[src/rtl/argmax_stream_pkg.sv]
// Shared types and constants for the angle-estimation argmax path.
// Widths here are the defaults; blocks stay width-generic through parameters.
package data_type;

    localparam int LAMBDA_W = 14;
    localparam int ANG_W    = 11;
    localparam int EPS_W    = 22;
    localparam int PI_W     = 8;

    // 1/(2*pi) as unsigned Q0.8
    localparam logic [PI_W-1:0] INV_TWO_PI_RAW = 8'd40;

    typedef logic signed [LAMBDA_W-1:0] lambda_t;
    typedef logic signed [ANG_W-1:0]    ang_t;
    typedef logic signed [EPS_W-1:0]    eps_t;
    typedef logic [7:0]                 theta_t;

    localparam lambda_t MIN_LAMBDA = {1'b1, {(LAMBDA_W-1){1'b0}}};

    typedef enum logic {
        ST_SKIP,
        ST_ACC
    } state_t;

endpackage

[src/rtl/argmax_stream_eps_scale.sv]
// Combinational angle -> eps scaling: angle * (1/2pi), re-aligned to 20 fractional bits.
module argmax_eps_scale #(
    parameter int ANG_W = 11,
    parameter int EPS_W = 22
) (
    input  logic signed [ANG_W-1:0] angle,
    output logic signed [EPS_W-1:0] eps
);
    import data_type::*;

    localparam int PROD_W = ANG_W + PI_W + 1;
    localparam int SH_W   = PROD_W + 4;

    logic signed [PROD_W-1:0] product;
    logic signed [SH_W-1:0]   shifted;

    // Product carries 16 fractional bits; the shift brings it to 20.
    assign product = PROD_W'(angle) * PROD_W'($signed({1'b0, INV_TWO_PI_RAW}));
    assign shifted = SH_W'(product) <<< 4;
    assign eps     = EPS_W'(shifted);

endmodule

[src/rtl/argmax_stream.sv]
// Streaming block argmax: peak lambda position, eps at the peak and peak-to-runner-up margin.
module argmax_stream #(
    parameter int BLOCK_LEN  = 256,
    parameter int START_SKIP = 280,
    parameter bit TIE_LAST   = 1'b1,
    parameter int LAMBDA_W   = data_type::LAMBDA_W,
    parameter int ANG_W      = data_type::ANG_W,
    parameter int EPS_W      = data_type::EPS_W,
    parameter int THETA_W    = $clog2(BLOCK_LEN)
) (
    input  logic                       clk,
    input  logic                       rst,
    input  logic                       in_valid,
    input  logic                       in_sof,
    input  logic signed [LAMBDA_W-1:0] lambda_in,
    input  logic signed [ANG_W-1:0]    angle_in,
    output logic                       out_valid,
    output logic [THETA_W-1:0]         theta_out,
    output logic signed [EPS_W-1:0]    eps_out,
    output logic signed [LAMBDA_W-1:0] peak_out,
    output logic [LAMBDA_W-1:0]        margin_out,
    output logic                       drop_out
);
    import data_type::*;

    localparam int SKIP_W = (START_SKIP > 0) ? $clog2(START_SKIP + 1) : 1;
    localparam logic [SKIP_W-1:0]         SKIP_INIT = SKIP_W'(START_SKIP);
    localparam logic [THETA_W-1:0]        LAST_POS  = THETA_W'(BLOCK_LEN - 1);
    localparam logic signed [LAMBDA_W-1:0] MIN_L    = {1'b1, {(LAMBDA_W-1){1'b0}}};
    localparam state_t RESET_STATE = (START_SKIP == 0) ? ST_ACC : ST_SKIP;

    state_t                      state_q, state_d;
    logic [SKIP_W-1:0]           skip_q, skip_d;
    logic [THETA_W-1:0]          pos_q, pos_d;
    logic signed [LAMBDA_W-1:0]  max_q, max_d;
    logic signed [LAMBDA_W-1:0]  second_q, second_d;
    logic [THETA_W-1:0]          max_pos_q, max_pos_d;
    logic signed [ANG_W-1:0]     max_ang_q, max_ang_d;
    logic                        out_valid_q, out_valid_d;
    logic                        drop_q, drop_d;
    logic [THETA_W-1:0]          theta_q, theta_d;
    logic signed [EPS_W-1:0]     eps_q, eps_d;
    logic signed [LAMBDA_W-1:0]  peak_q, peak_d;
    logic [LAMBDA_W-1:0]         margin_q, margin_d;

    logic                        take;
    logic                        win;
    logic [THETA_W-1:0]          cur_pos;
    logic [LAMBDA_W:0]           diff;
    logic signed [EPS_W-1:0]     eps_next;

    argmax_eps_scale #(
        .ANG_W (ANG_W),
        .EPS_W (EPS_W)
    ) u_eps_scale (
        .angle (max_ang_d),
        .eps   (eps_next)
    );

    always_comb begin
        state_d     = state_q;
        skip_d      = skip_q;
        pos_d       = pos_q;
        max_d       = max_q;
        second_d    = second_q;
        max_pos_d   = max_pos_q;
        max_ang_d   = max_ang_q;
        out_valid_d = 1'b0;
        drop_d      = 1'b0;
        theta_d     = theta_q;
        peak_d      = peak_q;
        margin_d    = margin_q;
        take        = 1'b0;
        cur_pos     = pos_q;
        diff        = '0;
        win         = TIE_LAST ? (lambda_in >= max_q) : (lambda_in > max_q);

        // A start-of-block marker always restarts at position 0, whether skipping or mid-block.
        if (in_valid) begin
            if (state_q == ST_SKIP) begin
                if (in_sof) begin
                    take    = 1'b1;
                    cur_pos = '0;
                    state_d = ST_ACC;
                end else if (skip_q == SKIP_W'(1)) begin
                    state_d = ST_ACC;
                    pos_d   = '0;
                end else begin
                    skip_d = skip_q - 1'b1;
                end
            end else begin
                take = 1'b1;
                if (in_sof && pos_q != '0) begin
                    drop_d  = 1'b1;
                    cur_pos = '0;
                end
            end
        end

        if (take) begin
            if (cur_pos == '0) begin
                max_d     = lambda_in;
                second_d  = MIN_L;
                max_pos_d = '0;
                max_ang_d = angle_in;
            end else if (win) begin
                second_d  = max_q;
                max_d     = lambda_in;
                max_pos_d = cur_pos;
                max_ang_d = angle_in;
            end else if (lambda_in > second_q) begin
                second_d = lambda_in;
            end

            // Margin is never negative, so the extra bit only flags overflow.
            diff = {max_d[LAMBDA_W-1], max_d} - {second_d[LAMBDA_W-1], second_d};
            if (cur_pos == LAST_POS) begin
                out_valid_d = 1'b1;
                theta_d     = max_pos_d;
                peak_d      = max_d;
                margin_d    = diff[LAMBDA_W] ? '1 : diff[LAMBDA_W-1:0];
                pos_d       = '0;
            end else begin
                pos_d = cur_pos + 1'b1;
            end
        end
    end

    assign eps_d = out_valid_d ? eps_next : eps_q;

    always_ff @(posedge clk or posedge rst) begin
        if (rst) begin
            state_q     <= RESET_STATE;
            skip_q      <= SKIP_INIT;
            pos_q       <= '0;
            max_q       <= MIN_L;
            second_q    <= MIN_L;
            max_pos_q   <= '0;
            max_ang_q   <= '0;
            out_valid_q <= 1'b0;
            drop_q      <= 1'b0;
            theta_q     <= '0;
            eps_q       <= '0;
            peak_q      <= MIN_L;
            margin_q    <= '0;
        end else begin
            state_q     <= state_d;
            skip_q      <= skip_d;
            pos_q       <= pos_d;
            max_q       <= max_d;
            second_q    <= second_d;
            max_pos_q   <= max_pos_d;
            max_ang_q   <= max_ang_d;
            out_valid_q <= out_valid_d;
            drop_q      <= drop_d;
            theta_q     <= theta_d;
            eps_q       <= eps_d;
            peak_q      <= peak_d;
            margin_q    <= margin_d;
        end
    end

    assign out_valid  = out_valid_q;
    assign drop_out   = drop_q;
    assign theta_out  = theta_q;
    assign eps_out    = eps_q;
    assign peak_out   = peak_q;
    assign margin_out = margin_q;

endmodule

[config.mk]
export PLATFORM = sky130hd
export DESIGN_NAME = argmax_stream
export DESIGN_NICKNAME = d
export VERILOG_FILES = /design/src/rtl/argmax_stream_pkg.sv /design/src/rtl/argmax_stream_eps_scale.sv /design/src/rtl/argmax_stream.sv
export SDC_FILE = /design/constraint.sdc
export NUM_CORES = 1
export LEC_CHECK = 0
export ABC_CLOCK_PERIOD_IN_PS = 5800
export CAP_MARGIN = 20
export CORE_MARGIN = 2
export CORE_UTILIZATION = 39
export CTS_BUF_LIST = sky130_fd_sc_hd__clkbuf_4
export DETAILED_ROUTE_END_ITERATION = 10
export HOLD_SLACK_MARGIN = 0.15
export SLEW_MARGIN = 40
export SYNTH_ARGS = -nofsm -noshare
export SYNTH_HDL_FRONTEND = slang
export SYNTH_SLANG_ARGS = --single-unit
[constraint.sdc]
create_clock -name clk -period 5.8 [get_ports clk]
set_input_delay 1.16 -clock clk [delete_from_list [all_inputs] [get_ports clk]]
set_output_delay 1.16 -clock clk [all_outputs]
set_load 0.02 [all_outputs]
==> summary.md <==
The design area is 9183 µm². Traced cell by cell, the critical path runs through clkdlybuf4s50_1 -> ha_1 -> nand4_2 -> or4_4 -> nand2_1 -> nor4_1 -> nor3_2 -> buf_4 -> mux2_2 -> ha_1 -> ha_1 -> fa_1 -> a21o_1 -> a21o_1 -> a21o_1 -> a21oi_1 -> o21bai_1 -> a21boi_0 -> xnor2_1 -> o21ai_0. Global routing finished with a remaining overflow of 0. In this run the tightest slew margin relative to its limit is 55.16%. The area growth from synthesis to layout is 25.58%. The run gives 0 as the setup fix buffers added after clock tree synthesis. Counting flops with a built-in enable in the synthesized netlist gives 0. Setup violations remaining at the end of the flow were counted as 0.

The tools report the post-cts gate resize count as 0. The path category of the worst min-delay check was reg2reg. Measured on the finished design, the core utilization comes to 49.42%. In the synthesized netlist, the cells that appear most often are dfrtp_1 (112), o21ai_0 (77), nand2_1 (74). For the worst setup path, the data required time is 6.21 ns.

The library cell occupying the most area in the post-synthesis netlist was dfrtp_1. The tools report the total clock buffers created by CTS as 17. The number of input and output port buffers inserted is 81, and the placer congestion estimate is 0.7920. Static timing analysis puts the maximum clock frequency at 0.1854 GHz.

The register area share after synthesis is 40.49%. The layout has 1,751 filler cells. The run gives 0 as the remaining antenna violation count after routing. The count of state elements after synthesis works out to 118.

The mean instance size in the synthesized netlist is 9.749 µm², and the cell count after synthesis is 750. In this run, the clock network consumes 12.6% of the power. The worst setup path is launched from an input pin. The placed instances occupy a cell area of 8871 µm².

Detail-routed via count per cell: 5.146. For the number of detailed-routing iterations run before antenna repair, the log shows 5. The root buffer selected by CTS was clkbuf_4. The cell family contributing the most delay on the critical path is simple AND/OR/NAND/NOR gates. The largest single stage delay on the critical path is 0.58 ns. VDD sags by at most 267.2 µV. Once detailed placement completed, the half-perimeter wirelength came to 12,990 µm. The number of global-route vias before repair is 5,839, and the total power density per cell area is 553.5 nW/µm². The post-route netlist has 19.08% of its cells at a drive strength greater than 1. The share of synthesized area in the top cell type comes to 38.33%.

The largest individual stage delay along the critical path comes from the cell or4_4. In this run, flip-flops and latches consume 22.0% of the power. For this configuration, the core starts out at a cell density of 39.35%.

The tools report the count of final hold-check violations as 0. Clock latency on the worst-skew pair, taken at its later pin, is 0.54 ns. 89 I/O pins were placed. The max-cap check violation count came out at 0.

The multi-input logic area was 3974 µm². The count of routing violations after the opening detailed-route iteration is 291, and the pre-CTS worst setup slack is -0.2319 ns. The logs give 4.290 nW for the leakage power and 0.4074 ns for the worst setup margin. For the combined global-route utilization of all metal layers, the log shows 18.57%.

For this run, the post-layout net count is 992. The switching share of power was 42.17%. The tools report the maximum number of buffers from clock root to sink as 2. The biggest fanout along the worst timing path is 4. The share of flip-flops with an asynchronous set or reset after synthesis is 100.0%, and the clock slew seen by the registers of the worst setup and hold paths is 0.11 ns.

Arrival time of the worst setup path: 5.81 ns. The area of the core region was 18,580 µm²; the die outline area was 19,860 µm². The maximum number of pins on one net before global-route repair came out at 59. In the final routed layout, each cell accounts on average for 15.38 µm. The row count came out at 50. The register area is 2960 µm².

The total number of vias was 5,903; the die extent in x was 140.9 µm. By area the synthesized netlist is led by dfrtp_1 (38%), ha_1 (11%), o21ai_0 (5.3%). The run gives 1 as the initial antenna violation count. The synthesized netlist contains 64 unique library cells. The transition time at the pin with the least slew margin works out to 0.6675 ns. In the post-synthesis netlist, the cell with the most instances is dfrtp_1. For the net switching component of the power, the log shows 0.002143 W. Setup repair after global routing left no endpoint under its margin. In this run the vertical extent of the chip is 140.9 µm. The post-route minimum period was 5.393 ns; the final wirelength was 17,650 µm. The tools report the total internal power as 0.002939 W. The tools report the number of max-slew violations in the final report as 0. TritonCTS built the clock tree. Buffers inserted to repair hold after CTS numbered 0. The residual DRC count came out at 0. The flow ran to the end, and the final reports show no timing, DRC or antenna violations. Summing every instance area after synthesis gives 7312 µm². The combinational fraction of design power is 65.5%.

For this run, the leading register cell type out of synthesis is dfrtp_1. Buffers plus inverters on the worst setup path: 2. The Yosys step of the flow raised 0 warnings. The worst setup path is captured at a register.

The clock arrives with 0.02011 ns of skew. The H-tree was split into 4 levels. For the number of clock sinks, the log shows 118.

The run gives 29,490 µm as the wire length of the first global-routing pass. The critical path class is in2reg. The post-route fraction of the period consumed by the critical path was 92.98%.
[cell usage in the layout, fill, tap and decap left out, types with 27 or more instances in the layout]
master	count
inv_1	51
clkdlybuf4s50_1	81
nand2_1	74
buf_4	83
ha_1	62
mux2_2	31
nor2_1	29
o21ai_0	77
a21oi_1	27
dfrtp_1	112
[worst paths after layout]
path,start,end,slack (ns),cells after the start
setup / recovery,lambda_in[11],eps_out[20],0.41,20
hold / removal,skip_q[7],skip_q[7],0.48,1
setup reg to reg,max_q[13],eps_out[20],0.93,20
hold reg to reg,skip_q[7],skip_q[7],0.48,1
max in group asynchronous,rst,second_q[13],3.84,3
min in group asynchronous,rst,max_q[6],1.07,2
[logic make-up after synthesis]
group                    Yosys count  synth area share (%)
AO/OA/AOI/OAI                    200                 17.68
XOR/XNOR                          35                 4.192
adder cells (fa/ha/maj)           64                 11.16
buffers and inverters             94                 5.698
flip-flops                       118                 40.49
multiplexers                      56                 8.881
other                              1               0.05129
AND/OR/NAND/NOR                  182                 11.86
[power groups by stage]
stage	registers [W]	logic [W]	clock network (W)
detailed placement	0.00113	0.00331	0
finish	0.00112	0.00333	0.000638
floorplan	0.00109	0.00224	0
global route	0.00114	0.00371	0.000698
CTS	0.00112	0.00334	0.000664
global placement	0.00113	0.00330	0
[stage by stage]
stage          std cells  hold slack, ns  setup TNS [ns]  total power (W)
3_5_place_dp        1114          0.4702          -1.941         0.004447
6_report            1147          0.4784               0         0.005082
4_1_cts             1146          0.4889               0         0.005125
5_1_grt             1147          0.5198               0         0.005553
2_1_floorplan        756          0.4452               0         0.003336
3_3_place_gp        1114          0.4606          -1.394         0.004425
[final cells by class]
| type | count | area share, % |
|---|---|---|
| repair buffers | 165 | 15.83 |
| clock buffers | 22 | 1.799 |
| diodes | 1 | 0.02725 |
| inverters | 53 | 2.221 |
| flip-flops and latches | 118 | 32.24 |
| clock inverters | 10 | 1.417 |
| multi-input cells | 544 | 43.28 |
| well taps | 234 | 3.188 |
[layer usage]
| metal | vias up | GRT usage (%) | routed length [µm] |
|---|---|---|---|
| met5 | - | 0 | 0 |
| met4 | 0 | 3.947 | 145 |
| met3 | 10 | 4.959 | 831 |
| met2 | 108 | 30.01 | 8146 |
| met1 | 2812 | 25.22 | 8521 |
| li1 | 2973 | - | - |
[sequential cells by signal, indices dropped and copies added, names as in the netlist]
name        count
skip_q          9
second_q       14
eps_out        15
max_pos_q       8
peak_out       14
max_q          14
drop_out        1
theta_out       8
pos_q           8
margin_out     14
state_q         1
max_ang_q      11
out_valid       1
Power figures use the tool's default switching activity.
